### src/rtl/matrix_inverse_2x2_seq.sv
// matrix_inverse_2x2_seq
// Sequential 2x2 signed fixed-point matrix inverter for the Kalman gain path.
// It accepts S = [[a00,a01],[a10,a11]] and returns inv(S) = adj(S) / det(S).
// 1/|det| is computed once with a serial restoring divider, and the four
// adjugate elements are then scaled through a single shared multiplier.
// Every element is Q(INT_DIGITS).(FRAC) two's complement.
//
// Ports
//   clk, rst        rising-edge clock, asynchronous active-high reset
//   clk_en          low freezes every register in the block
//   in_valid/ready  input handshake for a00..a11
//   out_valid/ready output handshake for r00..r11, singular and overflow
//   singular        det == 0, so the result is forced to zero
//   overflow        at least one result element was saturated
module matrix_inverse_2x2_seq #(
  parameter int WIDTH      = 16,
  parameter int INT_DIGITS = 10
) (
  input  logic                    clk,
  input  logic                    rst,
  input  logic                    clk_en,
  input  logic                    in_valid,
  output logic                    in_ready,
  input  logic signed [WIDTH-1:0] a00,
  input  logic signed [WIDTH-1:0] a01,
  input  logic signed [WIDTH-1:0] a10,
  input  logic signed [WIDTH-1:0] a11,
  output logic                    out_valid,
  input  logic                    out_ready,
  output logic signed [WIDTH-1:0] r00,
  output logic signed [WIDTH-1:0] r01,
  output logic signed [WIDTH-1:0] r10,
  output logic signed [WIDTH-1:0] r11,
  output logic                    singular,
  output logic                    overflow
);

  localparam int FRAC  = WIDTH - INT_DIGITS;
  localparam int DIVW  = 3 * FRAC + 1;
  localparam int DETW  = 2 * WIDTH + 1;
  localparam int MAGW  = 2 * WIDTH;
  localparam int REMW  = MAGW + 1;
  localparam int CNTW  = $clog2(DIVW + 1);
  localparam int PRODW = WIDTH + 1 + DIVW;
  localparam logic [WIDTH-1:0] MAXV = {1'b0, {(WIDTH-1){1'b1}}};

  typedef enum logic [2:0] {IDLE, DET, CHECK, DIV, MUL, DONE} state_t;

  state_t                   state_q, state_d;
  logic signed [WIDTH-1:0]  a00_q, a01_q, a10_q, a11_q;
  logic signed [WIDTH-1:0]  a00_d, a01_d, a10_d, a11_d;
  logic signed [DETW-1:0]   det_q, det_d;
  logic                     sdet_q, sdet_d;
  logic [MAGW-1:0]          mag_q, mag_d;
  logic [REMW-1:0]          rem_q, rem_d;
  logic [DIVW-1:0]          quo_q, quo_d;
  logic [CNTW-1:0]          cnt_q, cnt_d;
  logic [1:0]               elem_q, elem_d;
  logic signed [WIDTH-1:0]  r00_q, r01_q, r10_q, r11_q;
  logic signed [WIDTH-1:0]  r00_d, r01_d, r10_d, r11_d;
  logic                     singular_q, singular_d;
  logic                     overflow_q, overflow_d;

  logic [DETW-1:0]          det_abs;
  logic [REMW-1:0]          rem_shift;
  logic                     div_bit;
  logic signed [WIDTH-1:0]  adj_src;
  logic                     adj_neg;
  logic [WIDTH:0]           src_ext;
  logic [WIDTH:0]           src_mag;
  logic [PRODW-1:0]         prod;
  logic [PRODW-1:0]         p_full;
  logic                     sat;
  logic [WIDTH-1:0]         p_mag;
  logic [WIDTH-1:0]         res;

  assign in_ready  = (state_q == IDLE);
  assign out_valid = (state_q == DONE);
  assign r00       = r00_q;
  assign r01       = r01_q;
  assign r10       = r10_q;
  assign r11       = r11_q;
  assign singular  = singular_q;
  assign overflow  = overflow_q;

  assign det_abs = det_q[DETW-1] ? -det_q : det_q;

  // The dividend 2^(3*FRAC) has a single set bit, which is the first bit
  // shifted in while the counter still holds its load value.
  assign div_bit   = (cnt_q == CNTW'(DIVW));
  assign rem_shift = {rem_q[REMW-2:0], div_bit};

  // Shared multiplier datapath. adj_neg is the sign of the adjugate entry
  // itself; the negated entries are negative when the source is positive.
  always_comb begin
    adj_src = a11_q;
    adj_neg = a11_q[WIDTH-1];
    case (elem_q)
      2'd0: begin adj_src = a11_q; adj_neg = a11_q[WIDTH-1]; end
      2'd1: begin adj_src = a01_q; adj_neg = (a01_q != '0) && !a01_q[WIDTH-1]; end
      2'd2: begin adj_src = a10_q; adj_neg = (a10_q != '0) && !a10_q[WIDTH-1]; end
      default: begin adj_src = a00_q; adj_neg = a00_q[WIDTH-1]; end
    endcase
  end

  // The magnitude is taken one bit wider so that -2^(WIDTH-1) survives.
  // Negating a zero magnitude yields zero, so a zero result never turns
  // negative.
  always_comb begin
    src_ext = {adj_src[WIDTH-1], adj_src};
    src_mag = src_ext[WIDTH] ? -src_ext : src_ext;
    prod    = PRODW'(src_mag) * PRODW'(quo_q);
    p_full  = prod >> FRAC;
    sat     = (p_full > PRODW'(MAXV));
    p_mag   = sat ? MAXV : p_full[WIDTH-1:0];
    res     = (adj_neg ^ sdet_q) ? -p_mag : p_mag;
  end

  always_comb begin
    state_d    = state_q;
    a00_d      = a00_q;
    a01_d      = a01_q;
    a10_d      = a10_q;
    a11_d      = a11_q;
    det_d      = det_q;
    sdet_d     = sdet_q;
    mag_d      = mag_q;
    rem_d      = rem_q;
    quo_d      = quo_q;
    cnt_d      = cnt_q;
    elem_d     = elem_q;
    r00_d      = r00_q;
    r01_d      = r01_q;
    r10_d      = r10_q;
    r11_d      = r11_q;
    singular_d = singular_q;
    overflow_d = overflow_q;

    case (state_q)
      IDLE: begin
        if (in_valid) begin
          a00_d   = a00;
          a01_d   = a01;
          a10_d   = a10;
          a11_d   = a11;
          state_d = DET;
        end
      end

      DET: begin
        det_d   = DETW'(a00_q) * DETW'(a11_q) - DETW'(a01_q) * DETW'(a10_q);
        state_d = CHECK;
      end

      CHECK: begin
        if (det_q == '0) begin
          r00_d      = '0;
          r01_d      = '0;
          r10_d      = '0;
          r11_d      = '0;
          singular_d = 1'b1;
          overflow_d = 1'b0;
          state_d    = DONE;
        end else begin
          sdet_d     = det_q[DETW-1];
          mag_d      = det_abs[MAGW-1:0];
          rem_d      = '0;
          quo_d      = '0;
          cnt_d      = CNTW'(DIVW);
          elem_d     = 2'd0;
          singular_d = 1'b0;
          overflow_d = 1'b0;
          state_d    = DIV;
        end
      end

      DIV: begin
        if (rem_shift >= {1'b0, mag_q}) begin
          rem_d = rem_shift - {1'b0, mag_q};
          quo_d = {quo_q[DIVW-2:0], 1'b1};
        end else begin
          rem_d = rem_shift;
          quo_d = {quo_q[DIVW-2:0], 1'b0};
        end
        cnt_d = cnt_q - CNTW'(1);
        if (cnt_q == CNTW'(1)) begin
          state_d = MUL;
        end
      end

      MUL: begin
        case (elem_q)
          2'd0:    r00_d = res;
          2'd1:    r01_d = res;
          2'd2:    r10_d = res;
          default: r11_d = res;
        endcase
        overflow_d = overflow_q | sat;
        elem_d     = elem_q + 2'd1;
        if (elem_q == 2'd3) begin
          state_d = DONE;
        end
      end

      DONE: begin
        if (out_ready) begin
          state_d = IDLE;
        end
      end

      default: state_d = IDLE;
    endcase
  end

  always_ff @(posedge clk or posedge rst) begin
    if (rst) begin
      state_q    <= IDLE;
      a00_q      <= '0;
      a01_q      <= '0;
      a10_q      <= '0;
      a11_q      <= '0;
      det_q      <= '0;
      sdet_q     <= 1'b0;
      mag_q      <= '0;
      rem_q      <= '0;
      quo_q      <= '0;
      cnt_q      <= '0;
      elem_q     <= '0;
      r00_q      <= '0;
      r01_q      <= '0;
      r10_q      <= '0;
      r11_q      <= '0;
      singular_q <= 1'b0;
      overflow_q <= 1'b0;
    end else if (clk_en) begin
      state_q    <= state_d;
      a00_q      <= a00_d;
      a01_q      <= a01_d;
      a10_q      <= a10_d;
      a11_q      <= a11_d;
      det_q      <= det_d;
      sdet_q     <= sdet_d;
      mag_q      <= mag_d;
      rem_q      <= rem_d;
      quo_q      <= quo_d;
      cnt_q      <= cnt_d;
      elem_q     <= elem_d;
      r00_q      <= r00_d;
      r01_q      <= r01_d;
      r10_q      <= r10_d;
      r11_q      <= r11_d;
      singular_q <= singular_d;
      overflow_q <= overflow_d;
    end
  end

endmodule
### config.mk
export PLATFORM = sky130hd
export DESIGN_NAME = matrix_inverse_2x2_seq
export DESIGN_NICKNAME = d
export VERILOG_FILES = /design/src/rtl/matrix_inverse_2x2_seq.sv
export SDC_FILE = /design/constraint.sdc
export NUM_CORES = 2
export LEC_CHECK = 0
export ABC_AREA = 1
export BUFFER_PORTS_ARGS = -buffer_cell sky130_fd_sc_hd__buf_2
export CORE_MARGIN = 2
export CORE_UTILIZATION = 32
export DETAILED_ROUTE_END_ITERATION = 8
export GPL_TIMING_DRIVEN = 0
export SKIP_CTS_REPAIR_TIMING = 1
export SLEW_MARGIN = 20
export SYNTH_ARGS = -nofsm -noshare
export SYNTH_HDL_FRONTEND = slang
export SYNTH_SLANG_ARGS = --single-unit
### constraint.sdc
create_clock -name clk -period 9.4 [get_ports clk]
set_clock_uncertainty 0.1 [all_clocks]
set_input_delay 0.47 -clock clk [delete_from_list [all_inputs] [get_ports clk]]
set_output_delay 0.47 -clock clk [all_outputs]
set_load 0.05 [all_outputs]
==> results.py <==
metrics = {
    "run_status": {
        "outcome": "finished, violations left",
        "violations": "hold timing, setup timing",
    },
    "yosys": {
        "syn_inst": 5537,
        "ys.flop_type": "dfrtp_1",
        "synth.largest_area_cell": "fa_1",
        "yosys.area.top_type_share_pct": 37.6,
        "avgSynthCellArea_sq_um": 8.09,
        "synth.most_common_cell": "inv_1",
        "synth_common_cells": "inv_1, nand2_1, fa_1",
        "ys_ff_latch": 257,
        "ys_async_sr_fraction_pct": 100,
        "ys_seq_area_share_pct": 14.4,
        "synth_edf_count": 0,
        "synthDistinctLibCells": 57,
        "synth_area_leaders": "fa_1, dfrtp_1, inv_1",
        "netlist_area_sq_um": 44800,
        "ys_warn_count": 0,
    },
    "floorplan": {
        "die_area_sq_um": 143000,
        "coreArea_sq_um": 139000,
        "ios": 137,
        "start_util_pct": 32.2,
        "die_x_microns": 378,
        "num_rows": 137,
        "die_h_microns": 378,
    },
    "route": {
        "via_per_inst": 4.74,
        "vias": 36500,
        "drt_pass1_iterations": 8,
        "wl_per_cell_microns": 18.2,
        "postRouteAntennaNets": 0,
        "drcViolationCount": 0,
        "first_iter_violations": 2595,
        "wirelength_microns": 140000,
    },
    "place": {
        "globalplace.congestion": 0.917,
        "dpl.hpwl_microns": 117000,
        "place_inst": 7569,
        "io_buffers": 136,
        "place_ws_ns": -2.09,
        "place_area_sq_um": 48000,
    },
    "sta": {
        "finalMaxSlewViolations": 0,
        "fin_crit_ns": 9.80,
        "setup_viol": 29,
        "max_freq_ghz": 0.102,
        "worst_pin_slew_ns": 1.10,
        "holdWs_ns": -0.0276,
        "rsz0062_at_grt": "true",
        "fin_crit_sh_pct": 104,
        "setup_slack_ns": -0.405,
        "max_slew_margin_pct": 26.1,
        "finalHoldViolCount": 8,
    },
    "layout": {
        "ff_latch_area_sq_um": 6440,
        "nFillCells": 14500,
        "finalInstanceArea_sq_um": 51000,
        "stdcell_count": 7702,
        "area_growth_pct": 13.8,
        "drive_above_1_share_pct": 9.68,
        "multi_input_area_sq_um": 33300,
        "nets": 7021,
    },
    "critical_path": {
        "start_kind": "flop",
        "critical_path_required_ns": 9.85,
        "critPathMaxStageDelay_ns": 0.62,
        "worstSetupPathType": "flop to flop",
        "critPathArrivalTime_ns": 10.26,
        "cp_slowest_cell": "dfrtp_1",
        "endpoint_kind": "flop",
        "crit_fanout": 8,
    },
    "flow_run": {
        "maxCapViolCount": 0,
    },
    "global_routing": {
        "grt.busiest_layer": "met2",
        "grtUsageMet2_pct": 31.9,
        "use_met1_pct": 26.7,
        "track_usage_pct": 19.7,
        "grt_max_degree": 81,
        "met3_usage_pct": 3.72,
        "grt_pass1_wl_microns": 216000,
        "antenna_found_initial": 3,
        "overflow": 0,
        "grt_pass1_vias": 37300,
    },
    "clock_tree": {
        "htree_levels": 1,
        "clk_path_buf_depth": 3,
        "cts_sinks": 257,
        "cts_tree": "built",
        "cts_inserted_buffers": 31,
        "clock-root-buffer": "clkbuf_16",
        "clk_pin_slew_ns": 0.07,
        "clk_latency_ns": 0.68,
    },
    "hold_path": {
        "hold_class": "primary input to flop",
    },
}
-- flip-flops by register name (all words and copies together), names as in the netlist --
| name | flops |
|---|---|
| state_q | 3 |
| a01_q | 16 |
| cnt_q | 5 |
| a00_q | 16 |
| r11 | 16 |
| a10_q | 16 |
| det_q | 33 |
| overflow | 1 |
| r01 | 16 |
| elem_q | 2 |
| sdet_q | 1 |
| r10 | 16 |
| mag_q | 32 |
| singular | 1 |
| quo_q | 19 |
| rem_q | 32 |
| r00 | 16 |
| a11_q | 16 |
-- cell usage in the layout, fill, tap and decap left out, types with 32 or more instances in the layout --
master / instances
inv_1: 1347
nand2_1: 1228
fa_1: 835
nor2_1: 326
ha_1: 291
dfrtp_1: 252
o21ai_0: 202
clkbuf_1: 155
buf_2: 148
a21oi_1: 136
nand3_1: 104
xor2_1: 57
buf_4: 57
xnor2_1: 52
o21ai_1: 48
dlygate4sd3_1: 39
nand4_1: 37
nand2_2: 34
clkbuf_16: 32
-- path summary, 6_finish.rpt --
check,start,endpoint,cells past startpoint,slack (ns)
setup / recovery,a10_q[1]$_DFFE_PP0P_,r11[14]$_DFFE_PP0P_,49,-0.40
hold / removal,a10[9],a10_q[9]$_DFFE_PP0P_,3,-0.03
setup reg to reg,a10_q[1]$_DFFE_PP0P_,r11[14]$_DFFE_PP0P_,49,-0.40
hold reg to reg,r00[2]$_DFFE_PP0P_,r00[2]$_DFFE_PP0P_,2,0.38
max in group asynchronous,rst,det_q[30]$_DFFE_PP0P_,5,7.75
min in group asynchronous,rst,r00[4]$_DFFE_PP0P_,3,0.29
-- stage by stage --
| step | TNS, ns | hold WS (ns) | util [%] |
|---|---|---|---|
| floorplan | 0 | 0.353 | - |
| global placement | -544.94 | 0.356 | 34.4 |
| detailed placement | -101.23 | 0.365 | 34.5 |
| CTS | -108.20 | -0.271 | 35.2 |
| global route | -26.04 | 0.000500 | 36.6 |
| finish | -7.41 | -0.0276 | 36.6 |
-- worst max-delay path: cells and delay by family (launching register included) --
family | cells | cell delay [ns]
adder cells (fa/ha/maj) | 9 | 3.79
AND/OR/NAND/NOR | 27 | 3.53
buffers and inverters | 10 | 1.04
flip-flops | 1 | 0.62
AO/OA/AOI/OAI | 3 | 0.58
-- final cells by class --
cell class | count | share of cell area, %
Antenna cell | 2 | 0.00981
Timing Repair inverter | 1 | 0.00981
Timing Repair Buffer | 240 | 3.34
Buffer | 201 | 1.80
Inverter | 1389 | 10.3
Clock buffer | 34 | 1.56
Multi-Input combinational cell | 3678 | 65.3
Tap cell | 1876 | 4.60
Sequential cell | 257 | 12.6
Clock inverter | 24 | 0.461
-- kinds of logic (layout without fill, tap and decap cells) --
kind of cell | after synthesis | count (layout) | share of synthesized area (%)
other cells | 2 | 21 | 0.0168
buf+inv | 1619 | 1889 | 13.6
flops | 257 | 257 | 14.4
fa+ha+maj | 1153 | 1153 | 46.3
compound gates | 504 | 504 | 6.10
mux | 19 | 19 | 0.477
simple gates | 1869 | 1869 | 16.9
xor+xnor | 114 | 114 | 2.24
-- layer usage --
metal  wire, microns  vias up
met5               0        -
met4            4680        0
met3           10500      212
met2           64800     1214
met1           60500    18300
li1                -    16800
Power is left out: the tool's default activity adds up to more than one toggle a clock period on the data nets, which glitch-free logic cannot reach.
